$ cat config.mk
export PLATFORM = sky130hd
export DESIGN_NAME = sig_cluster_reader
export DESIGN_NICKNAME = d
export VERILOG_FILES = /design/src/rtl/sig_reader_pkg.sv /design/src/rtl/sig_cluster_reader_accum.sv /design/src/rtl/sig_cluster_reader.sv
export SDC_FILE = /design/constraint.sdc
export NUM_CORES = 1
export LEC_CHECK = 0
export CORE_ASPECT_RATIO = 1.25
export CORE_MARGIN = 1.5
export CORE_UTILIZATION = 40
export DETAILED_ROUTE_END_ITERATION = 12
export GPL_ROUTABILITY_DRIVEN = 0
export PLACE_DENSITY = 0.55
export SLEW_MARGIN = 10
export SYNTH_ARGS = -nofsm -noshare
export SYNTH_HDL_FRONTEND = slang
export SYNTH_SLANG_ARGS = --single-unit
$ cat constraint.sdc
create_clock -name clk_clk -period 9.8 [get_ports clk_clk]
set_input_delay 0.98 -clock clk_clk [delete_from_list [all_inputs] [get_ports clk_clk]]
set_output_delay 0.98 -clock clk_clk [all_outputs]
set_load 0.01 [all_outputs]
$ cat src/rtl/sig_reader_pkg.sv
// Shared definitions for the cluster signal reader.
//
// Holds the reader state encoding, the header tag, the default channel
// count and the bit positions of every field in the outgoing words,
// together with small packing helpers so the top never hand-assembles a
// word layout.
//
// Word layouts:
//   HDR0   : [31:27] magic, [26:0] frame number
//   HDR1   : [31] has, [30] trunc, [29:27] 0, [26:18] left,
//            [17:9] right, [8:0] count
//   SAMPLE : [31:25] 0, [24:16] channel, [15:0] raw sample
package sig_reader_pkg;

  typedef enum logic [2:0] {
    S_IDLE     = 3'd0,
    S_HDR0     = 3'd1,
    S_HDR1     = 3'd2,
    S_RD_ISSUE = 3'd3,
    S_RD_WAIT  = 3'd4,
    S_SAMPLE   = 3'd5,
    S_SUM      = 3'd6,
    S_WSUM     = 3'd7
  } sig_state_e;

  localparam logic [4:0] MAGIC_DEFAULT  = 5'h15;
  localparam int         NUM_CH_DEFAULT = 320;

  localparam int HDR0_MAGIC_LSB = 27;
  localparam int HDR0_FRAME_LSB = 0;

  localparam int HDR1_HAS_BIT   = 31;
  localparam int HDR1_TRUNC_BIT = 30;
  localparam int HDR1_LEFT_LSB  = 18;
  localparam int HDR1_RIGHT_LSB = 9;
  localparam int HDR1_COUNT_LSB = 0;

  localparam int SMP_CH_LSB   = 16;
  localparam int SMP_DATA_LSB = 0;

  function automatic logic [31:0] pack_hdr0(input logic [4:0]  magic,
                                            input logic [26:0] frame);
    logic [31:0] w;
    w = '0;
    w[HDR0_MAGIC_LSB +: 5]  = magic;
    w[HDR0_FRAME_LSB +: 27] = frame;
    return w;
  endfunction

  function automatic logic [31:0] pack_hdr1(input logic       has,
                                            input logic       trunc,
                                            input logic [8:0] left,
                                            input logic [8:0] right,
                                            input logic [8:0] count);
    logic [31:0] w;
    w = '0;
    w[HDR1_HAS_BIT]          = has;
    w[HDR1_TRUNC_BIT]        = trunc;
    w[HDR1_LEFT_LSB  +: 9]   = left;
    w[HDR1_RIGHT_LSB +: 9]   = right;
    w[HDR1_COUNT_LSB +: 9]   = count;
    return w;
  endfunction

  function automatic logic [31:0] pack_sample(input logic [8:0]  ch,
                                              input logic [15:0] sample);
    logic [31:0] w;
    w = '0;
    w[SMP_CH_LSB   +: 9]  = ch;
    w[SMP_DATA_LSB +: 16] = sample;
    return w;
  endfunction

endpackage

$ cat src/rtl/sig_cluster_reader_accum.sv
// Charge and channel-weighted charge accumulators for one cluster.
//
// Ports:
//   clk_clk, rst_reset_n : clock, asynchronous active-low reset
//   clear                : zero both accumulators (wins over enable)
//   enable               : add the current channel/sample pair
//   ch                   : channel number of the sample (unsigned)
//   sample               : signed 16-bit background-subtracted sample
//   sum                  : running sum of samples (32-bit signed)
//   wsum                 : running sum of ch*sample (32-bit signed)
//
// Build option SIG_READER_NEG_CLIP_EN: negative samples contribute 0 to
// both accumulators. Otherwise raw signed samples are accumulated.
// The 32-bit totals wrap modulo 2^32 for very wide clusters.
module cluster_accumulator
  import sig_reader_pkg::*;
(
  input  logic        clk_clk,
  input  logic        rst_reset_n,
  input  logic        clear,
  input  logic        enable,
  input  logic [8:0]  ch,
  input  logic [15:0] sample,
  output logic [31:0] sum,
  output logic [31:0] wsum
);

  logic signed [15:0] smp_eff;
  logic signed [25:0] prod;
  logic signed [31:0] sum_q;
  logic signed [31:0] wsum_q;

  always_comb begin
`ifdef SIG_READER_NEG_CLIP_EN
    smp_eff = sample[15] ? 16'sd0 : $signed(sample);
`else
    smp_eff = $signed(sample);
`endif
    // Channel is unsigned, so a zero bit is prepended before the signed
    // multiply; |ch*sample| < 2^24, so the product never overflows.
    prod = $signed({1'b0, ch}) * smp_eff;
  end

  always_ff @(posedge clk_clk or negedge rst_reset_n) begin
    if (!rst_reset_n) begin
      sum_q  <= '0;
      wsum_q <= '0;
    end else if (clear) begin
      sum_q  <= '0;
      wsum_q <= '0;
    end else if (enable) begin
      sum_q  <= sum_q + {{16{smp_eff[15]}}, smp_eff};
      wsum_q <= wsum_q + {{6{prod[25]}}, prod};
    end
  end

  assign sum  = sum_q;
  assign wsum = wsum_q;

endmodule

$ cat src/rtl/sig_cluster_reader.sv
// Cluster signal reader: on each end-of-frame pulse, reads the located
// cluster channels from the signal RAM, accumulates charge and
// channel-weighted charge, and emits one Avalon-ST packet per frame.
//
// Packet: HDR0 (sop), HDR1, <count> sample words, SUM, WSUM (eop).
//
// Ports:
//   clk_clk, rst_reset_n       : clock, asynchronous active-low reset
//   frameID                    : frame number, captured at sig_ram_last
//   sig_ram_last               : one-cycle pulse, RAM content complete
//   has_cluster, no_cluster    : cluster_locate result flags
//   sig_ch_left, sig_ch_right  : cluster channel range
//   sig_rdaddress, sig_out     : RAM read port (RD_LATENCY clocks)
//   data_out_*                 : Avalon-ST source (empty tied to 0)
//   busy                       : state is not IDLE
//   drop_count                 : saturating count of pulses seen while busy
//   dbg_state                  : current FSM state encoding
//
// Handshake: a word moves when valid && ready. Once valid rises it stays
// high with unchanged data/sop/eop until ready; sop/eop are only ever
// high together with valid.
//
// Build option SIG_READER_NEG_CLIP_EN (see cluster_accumulator).
module sig_cluster_reader
  import sig_reader_pkg::*;
#(
  parameter int         RD_LATENCY = 2,
  parameter int         MAX_WIDTH  = 64,
  parameter int         NUM_CH     = NUM_CH_DEFAULT,
  parameter logic [4:0] MAGIC      = MAGIC_DEFAULT
) (
  input  logic        clk_clk,
  input  logic        rst_reset_n,
  input  logic [26:0] frameID,
  input  logic        sig_ram_last,
  input  logic        has_cluster,
  input  logic        no_cluster,
  input  logic [8:0]  sig_ch_left,
  input  logic [8:0]  sig_ch_right,
  output logic [8:0]  sig_rdaddress,
  input  logic [31:0] sig_out,
  output logic [31:0] data_out_data,
  output logic        data_out_valid,
  input  logic        data_out_ready,
  output logic        data_out_startofpacket,
  output logic        data_out_endofpacket,
  output logic [1:0]  data_out_empty,
  output logic        busy,
  output logic [7:0]  drop_count,
  output logic [2:0]  dbg_state
);

  localparam logic [8:0] LAST_CH  = 9'(NUM_CH - 1);
  localparam logic [9:0] MAXW     = 10'(MAX_WIDTH);
  localparam logic [8:0] MAXW9    = 9'(MAX_WIDTH);
  localparam logic [1:0] LAT_LAST = 2'(RD_LATENCY - 1);

  sig_state_e  state_q, state_d;

  logic [26:0] frame_q;
  logic        has_q;
  logic        trunc_q;
  logic [8:0]  left_q;
  logic [8:0]  right_q;
  logic [8:0]  count_q;
  logic [8:0]  ch_q;
  logic [8:0]  addr_q;
  logic [1:0]  wait_q;
  logic [15:0] hold_q;
  logic [7:0]  drop_q;

  logic [31:0] sum;
  logic [31:0] wsum;
  logic        capture;
  logic        smp_accept;

  // no_cluster is implied by has_cluster=0; upper RAM bits carry no sample.
  logic unused_bits;
  assign unused_bits = ^{no_cluster, sig_out[31:16]};

  // ---------------------------------------------------------------------
  // Cluster range qualification, evaluated on the capture cycle.
  // Order matters: clamp right to the last channel first, then decide
  // validity, then truncate the width.
  // ---------------------------------------------------------------------
  logic [8:0] right_clamp;
  logic       cl_valid;
  logic [9:0] span;
  logic       cl_trunc;
  logic [8:0] right_eff;
  logic [8:0] count_eff;

  always_comb begin
    right_clamp = (sig_ch_right > LAST_CH) ? LAST_CH : sig_ch_right;
    cl_valid    = has_cluster && (sig_ch_left <= right_clamp) &&
                  (sig_ch_left <= LAST_CH);
    span        = {1'b0, right_clamp} - {1'b0, sig_ch_left} + 10'd1;
    cl_trunc    = 1'b0;
    right_eff   = right_clamp;
    count_eff   = '0;
    if (cl_valid) begin
      if (span > MAXW) begin
        cl_trunc  = 1'b1;
        right_eff = sig_ch_left + MAXW9 - 9'd1;
        count_eff = MAXW9;
      end else begin
        count_eff = span[8:0];
      end
    end
  end

  // ---------------------------------------------------------------------
  // FSM
  // ---------------------------------------------------------------------
  always_ff @(posedge clk_clk or negedge rst_reset_n) begin
    if (!rst_reset_n) begin
      state_q <= S_IDLE;
    end else begin
      state_q <= state_d;
    end
  end

  always_comb begin
    state_d                = state_q;
    data_out_data          = '0;
    data_out_valid         = 1'b0;
    data_out_startofpacket = 1'b0;
    data_out_endofpacket   = 1'b0;
    case (state_q)
      S_IDLE: begin
        if (sig_ram_last) state_d = S_HDR0;
      end
      S_HDR0: begin
        data_out_valid         = 1'b1;
        data_out_startofpacket = 1'b1;
        data_out_data          = pack_hdr0(MAGIC, frame_q);
        if (data_out_ready) state_d = S_HDR1;
      end
      S_HDR1: begin
        data_out_valid = 1'b1;
        data_out_data  = pack_hdr1(has_q, trunc_q, left_q, right_q, count_q);
        if (data_out_ready) state_d = (count_q != 9'd0) ? S_RD_ISSUE : S_SUM;
      end
      S_RD_ISSUE: begin
        state_d = S_RD_WAIT;
      end
      S_RD_WAIT: begin
        if (wait_q == LAT_LAST) state_d = S_SAMPLE;
      end
      S_SAMPLE: begin
        data_out_valid = 1'b1;
        data_out_data  = pack_sample(ch_q, hold_q);
        if (data_out_ready) state_d = (ch_q == right_q) ? S_SUM : S_RD_ISSUE;
      end
      S_SUM: begin
        data_out_valid = 1'b1;
        data_out_data  = sum;
        if (data_out_ready) state_d = S_WSUM;
      end
      S_WSUM: begin
        data_out_valid       = 1'b1;
        data_out_endofpacket = 1'b1;
        data_out_data        = wsum;
        if (data_out_ready) state_d = S_IDLE;
      end
      default: state_d = S_IDLE;
    endcase
  end

  assign capture    = (state_q == S_IDLE) && sig_ram_last;
  assign smp_accept = (state_q == S_SAMPLE) && data_out_ready;

  // ---------------------------------------------------------------------
  // Datapath registers
  // ---------------------------------------------------------------------
  always_ff @(posedge clk_clk or negedge rst_reset_n) begin
    if (!rst_reset_n) begin
      frame_q <= '0;
      has_q   <= 1'b0;
      trunc_q <= 1'b0;
      left_q  <= '0;
      right_q <= '0;
      count_q <= '0;
      ch_q    <= '0;
      addr_q  <= '0;
      wait_q  <= '0;
      hold_q  <= '0;
      drop_q  <= '0;
    end else begin
      case (state_q)
        S_IDLE: begin
          if (sig_ram_last) begin
            frame_q <= frameID;
            has_q   <= has_cluster;
            trunc_q <= cl_trunc;
            left_q  <= sig_ch_left;
            right_q <= right_eff;
            count_q <= count_eff;
            ch_q    <= sig_ch_left;
          end
        end
        // The address register is loaded on the way into RD_ISSUE so the
        // RAM sees the channel during RD_ISSUE and keeps it afterwards.
        S_HDR1: begin
          if (data_out_ready && (count_q != 9'd0)) addr_q <= ch_q;
        end
        S_RD_ISSUE: begin
          wait_q <= '0;
        end
        S_RD_WAIT: begin
          if (wait_q == LAT_LAST) hold_q <= sig_out[15:0];
          else                    wait_q <= wait_q + 2'd1;
        end
        S_SAMPLE: begin
          if (data_out_ready && (ch_q != right_q)) begin
            ch_q   <= ch_q + 9'd1;
            addr_q <= ch_q + 9'd1;
          end
        end
        default: ;
      endcase

      if (sig_ram_last && (state_q != S_IDLE) && (drop_q != 8'hFF)) begin
        drop_q <= drop_q + 8'd1;
      end
    end
  end

  cluster_accumulator u_accum (
    .clk_clk     (clk_clk),
    .rst_reset_n (rst_reset_n),
    .clear       (capture),
    .enable      (smp_accept),
    .ch          (ch_q),
    .sample      (hold_q),
    .sum         (sum),
    .wsum        (wsum)
  );

  assign sig_rdaddress  = addr_q;
  assign data_out_empty = 2'b00;
  assign busy           = (state_q != S_IDLE);
  assign drop_count     = drop_q;
  assign dbg_state      = state_q;

endmodule

### Word level (Yosys, flattened, before mapping)

Index checks and enable logic that the tools add are counted.

* mux-type cells: 32
* reduce and logical (&&, ||, !) cells: 22
* $lt $le $gt $ge: 4
* $mul: 1
* add/sub/neg operators: 9
* eq/ne operators: 21

Operator list (count)
* $pmux W32 S5: 1
* $mux W32: 4
* $mux W9: 8
* $add A32 B32 Y32: 2
* $pmux W9 S2: 2
* $mux W3: 9
* $mul A10 B16 Y26: 1
* $pmux W3 S8: 1
* $ne A2 B2 Y1 const B: 9
* $eq A3 B3 Y1 const B: 4
* $add A10 B1 Y10 const B: 1
* $gt A10 B7 Y1 const B: 1
* $sub A9 B9 Y10: 1
* $add A9 B1 Y9 const B: 1
* $add A9 B7 Y9 const B: 1
* $eq A9 B9 Y1: 1
* $gt A9 B9 Y1 const B: 1
* $le A9 B9 Y1: 1
* $le A9 B9 Y1 const B: 1
* $ne A9 B9 Y1: 1
* $reduce_bool A9 Y1: 1
* $sub A9 B1 Y9 const B: 1
* $add A8 B1 Y8 const B: 1
* $logic_and A1 B1 Y1: 8
* other kinds (16): 27

* input bits: 83
* register bits after elaboration: 167

### Depth between registers and ports, before layout

* depth after elaboration: 7
* depth in mapped cells: 33
* gate-level depth less buffers: 31

### Modules after synthesis

Synthesis repeated with hierarchy kept, for this count alone.

* cells, all modules: 2015
* area, all modules: 17575.6 um2

Modules (own cells, without submodules)
* cluster_accumulator: seq. area each 1601.5 um2, times used 1, area an instance 10925.5 um2, cells an instance 1252
* sig_cluster_reader: seq. area each 2577.5 um2, times used 1, area an instance 6650.1 um2, cells an instance 763

### Worst setup path after synthesis

Ideal clock, no wire load.

* kind: register to register
* start: register ch_q[3]
* end: register u_accum.wsum_q[27] (netlist: u_accum.wsum[27])
* slack: 2.414 ns
* data required time: 9.667 ns
* stages on the path, launching flop included: 30
* period minus slack after synthesis: 7.386 ns
* path buffers: 2
* setup time: 0.133 ns
* arrival: 7.253 ns
* cells stage by stage: dfrtp_1 buf_1 buf_1 nand2_1 fa_1 inv_1 fa_1 fa_1 fa_1 inv_1 fa_1 inv_1 ha_1 and3_1 a41o_1 o21ai_1 o211ai_1 and3_1 o21a_1 o21a_1 nor2_1 xnor2_1 ha_1 or2_2 or4_1 o21ai_1 o2111ai_1 a21oi_1 xor2_1 o21ai_0

* word-level cells in the longest chain between the ends: 4

Ends and longest elaborated chain
* from (decl): RTL line sig_cluster_reader.sv:66 `logic [8:0] ch_q;`
* from (signal assigned): RTL line sig_cluster_reader.sv:199 `ch_q <= sig_ch_left;`
* from (signal assigned): RTL line sig_cluster_reader.sv:216 `ch_q <= ch_q + 9'd1;`
* $mul A10 B16 Y26: RTL line sig_cluster_reader_accum.sv:41 `prod = $signed({1'b0, ch}) * smp_eff;`
* $add A32 B32 Y32: RTL line sig_cluster_reader_accum.sv:53 `wsum_q <= wsum_q + {{6{prod[25]}}, prod};`
* $mux W32: RTL line sig_cluster_reader_accum.sv:51 `end else if (enable) begin`
* $mux W32: RTL line sig_cluster_reader_accum.sv:48 `end else if (clear) begin`
* to (signal assigned): RTL line sig_cluster_reader_accum.sv:53
* to (decl): RTL line sig_cluster_reader_accum.sv:31 `logic signed [31:0] wsum_q;`

Every way passes these cells. The select of a mux whose other input is x is not followed.
A chain may end at the register's enable or synchronous reset.

### Worst setup path after layout

* start: register ch_q[1]
* end: register u_accum.wsum_q[27] (netlist: u_accum.wsum[27])

The elaborated chain is that of the path after synthesis.

==> qor.txt <==
Min-Delay Path Class -> primary input to async pin
FILL cells -> 4,267
Post-Syn Area -> 17,480 µm²
CTS sink cnt -> 167
Buf+Inv Stages, Crit Path -> 4
Cts hold-fix bufs -> 0
CP max FO -> 14
Post-Syn Instances -> 2,073
Root Buffer -> clkbuf_16
CP Capture Type -> register
Least-Margin Pin Slew -> 1.024 ns
Worst Setup Slack, final -> 1.600 ns
Row count -> 85
DP HPWL -> 40,260 µm
Core footprint -> 43,070 µm²
Avg Cell Area, Syn -> 8.434 µm²
Post_cts resized -> 0
Post-route ant nets -> 0
Crit-path slowest cell -> dfrtp_1
Post-synth top area share -> 23.90%
Worst EP arrival -> 8.53 ns
Vias per inst -> 5.471
Routed len/inst -> 19.68 µm
Most common flop cell mapped by yosys -> dfrtp_1
Status -> finished, final reports clean
Die ar. -> 44,980 µm²
Clock Skews -> 0.01515 ns
Final WL -> 53,420 µm
Register Area -> 4184 µm²
Startpoint Class -> register
# diodes -> 0
Die W -> 190 µm
Layout area overhead -> 13.14%
Final #Nets -> 2,495
Critical path class -> register to register
Top cell by count, worst path -> fa_1
Initial Utilization -> 40.59%
Area after DPL -> 19,180 µm²
EDFF count, synth -> 0
Final Cycle Share -> 83.67%
CTS Buf Count -> 17
CTS tree -> built
Yosys warnings -> 0
Clock-pin slew on the worst setup and hold paths -> 0.09 ns
FF-to-FF setup slack -> 1.60 ns
Final slew viol count -> 0
Area occupied by multi-input gates -> 12,090 µm²
# Post-CTS Setup Buffers -> 0
Vias -> 14,850
Pre-antenna DRT Iters -> 5
# DRC -> 0
Max_cap viols -> 0
Dpl ws -> 1.707 ns
Delay-heaviest family, CP -> adder cells
CP peak stage delay -> 0.67 ns
Yosys reg bits -> 167
Clock latency on the worst-skew pair -> 0.48 ns
Register area share after synthesis -> 23.90%
Setup violators final -> 0
Clk buf depth -> 2
Worst path required time -> 10.13 ns
Share of cells above drive strength 1 -> 4.791%
Finished Cell Area -> 19,780 µm²
Initial antenna violation count -> 0
Yosys cell types -> 79
Final Hold Violating Endpoints -> 0
Number of global-route vias before repair -> 15,190
Unrepaired setup endpoints after global routing -> false
Largest area contributor in the netlist -> dfrtp_1
First-pass GRT wire length -> 84,330 µm
Worst slew margin -> 31.72%
Ports -> 141
Max H-tree Level -> 4
Top post-synthesis cells by area -> dfrtp_1 (24%), fa_1 (14%), ha_1 (11%)
Port bufs -> 121
Ys async rst share -> 100.0%
DIE HEIGHT -> 236.8 µm
Total negative slack -> 0 ns
Max Freq -> 0.1220 GHz
Pin count of the biggest net entering global routing -> 80
Gr usage total -> 24.41%
1st-iter DRT viols -> 913
Tmin final -> 8.200 ns
Total grt overflow -> 0
[kinds of logic (layout without fill, tap and decap cells)]
family | after synthesis | count (layout) | share of synthesized area (%)
muxes | 82 | 82 | 4.830
xor gates and xnor gates | 106 | 106 | 5.310
other | 1 | 2 | 0.02145
and+or+nand+nor | 667 | 667 | 17.50
DFF | 167 | 167 | 23.90
buffers and inverters | 319 | 395 | 7.049
adders and majority gates | 275 | 275 | 25.09
AOI/OAI and AO/OA | 456 | 456 | 16.29
[cell type report]
class | count | share of cell area (%)
multi-input combinational | 1588 | 61.10
sequential | 167 | 21.15
timing repair buffer | 143 | 6.964
inverter | 220 | 4.175
tap | 565 | 3.574
clock buffer | 17 | 2.151
clock inverter | 15 | 0.8855
[state kept, by name (all words and copies together) (netlist names)]
register,flops
has_q,1
frame_q,27
drop_count,8
left_q,9
u_accum.sum,32
u_accum.wsum,32
count_q,9
trunc_q,1
wait_q,2
right_q,9
ch_q,9
dbg_state,3
hold_q,16
sig_rdaddress,9
[cells in the mapped netlist, types with 3 or more instances]
cell type / count
a21o_1: 31
xor2_1: 42
o211a_1: 3
nor2_1: 78
o21a_1: 10
nor4_1: 6
and2_1: 70
nand2b_1: 15
o21ai_1: 18
nand3_1: 32
mux2_2: 18
clkbuf_1: 80
nand4_1: 17
a211oi_1: 12
nand3b_1: 3
nor3b_1: 8
a221oi_1: 3
mux2i_1: 63
xnor2_1: 64
a31oi_1: 12
a22o_1: 17
a32o_1: 4
nand2_1: 354
o21ai_0: 161
nor2b_1: 11
o31ai_2: 7
o21bai_1: 11
a21oi_2: 7
a21oi_1: 100
o31ai_1: 12
inv_1: 219
o211ai_1: 7
a41o_1: 3
nor3_1: 36
o31a_1: 4
buf_1: 14
dfrtp_1: 167
fa_1: 126
or3_1: 7
and3_1: 16
ha_1: 149
o22ai_1: 7
[cell usage in the layout (no fill, tap or decap), types with 42 or more instances in the layout]
cell / n
a21oi_1: 100
and2_1: 70
clkdlybuf4s50_1: 120
dfrtp_1: 165
fa_1: 126
ha_1: 149
inv_1: 219
mux2i_1: 63
nand2_1: 353
nor2_1: 77
o21ai_0: 161
xnor2_1: 64
xor2_1: 42
[path summary, 6_finish.rpt]
path / startpoint / end / depth (start not counted)
setup / recovery: ch_q[1] / u_accum.wsum[27] / 27
hold / removal: rst_reset_n / u_accum.wsum[15] / 1
setup reg to reg: ch_q[1] / u_accum.wsum[27] / 27
hold reg to reg: frame_q[2] / frame_q[2] / 2
max in group asynchronous: rst_reset_n / dbg_state[2] / 2
min in group clk_clk: frame_q[2] / frame_q[2] / 2
[routing by layer]
metal | vias to the layer above | wire length, µm | share of wire, % | GRT usage (%)
li1 | 7094 | - | - | -
met1 | 7268 | 22800 | 43 | 30.87
met2 | 401 | 25720 | 48 | 40.92
met3 | 90 | 2223 | 4.2 | 2.594
met4 | 0 | 2673 | 5.0 | 12.79
met5 | - | 0 | 0 | 0
[per-stage QoR]
step | util [%] | hold WS (ns) | cells
final | 45.93 | 0.3880 | 2715
after global routing | 45.93 | 0.4070 | 2715
after global placement | 44.53 | 0.4567 | 2683
after detailed placement | 44.53 | 0.4623 | 2683
after CTS | 45.93 | 0.3839 | 2715
after floorplan | - | 0.4394 | 2074
Power is left out: the tool's default activity adds up to more than one toggle a clock period on the data nets, which glitch-free logic cannot reach.
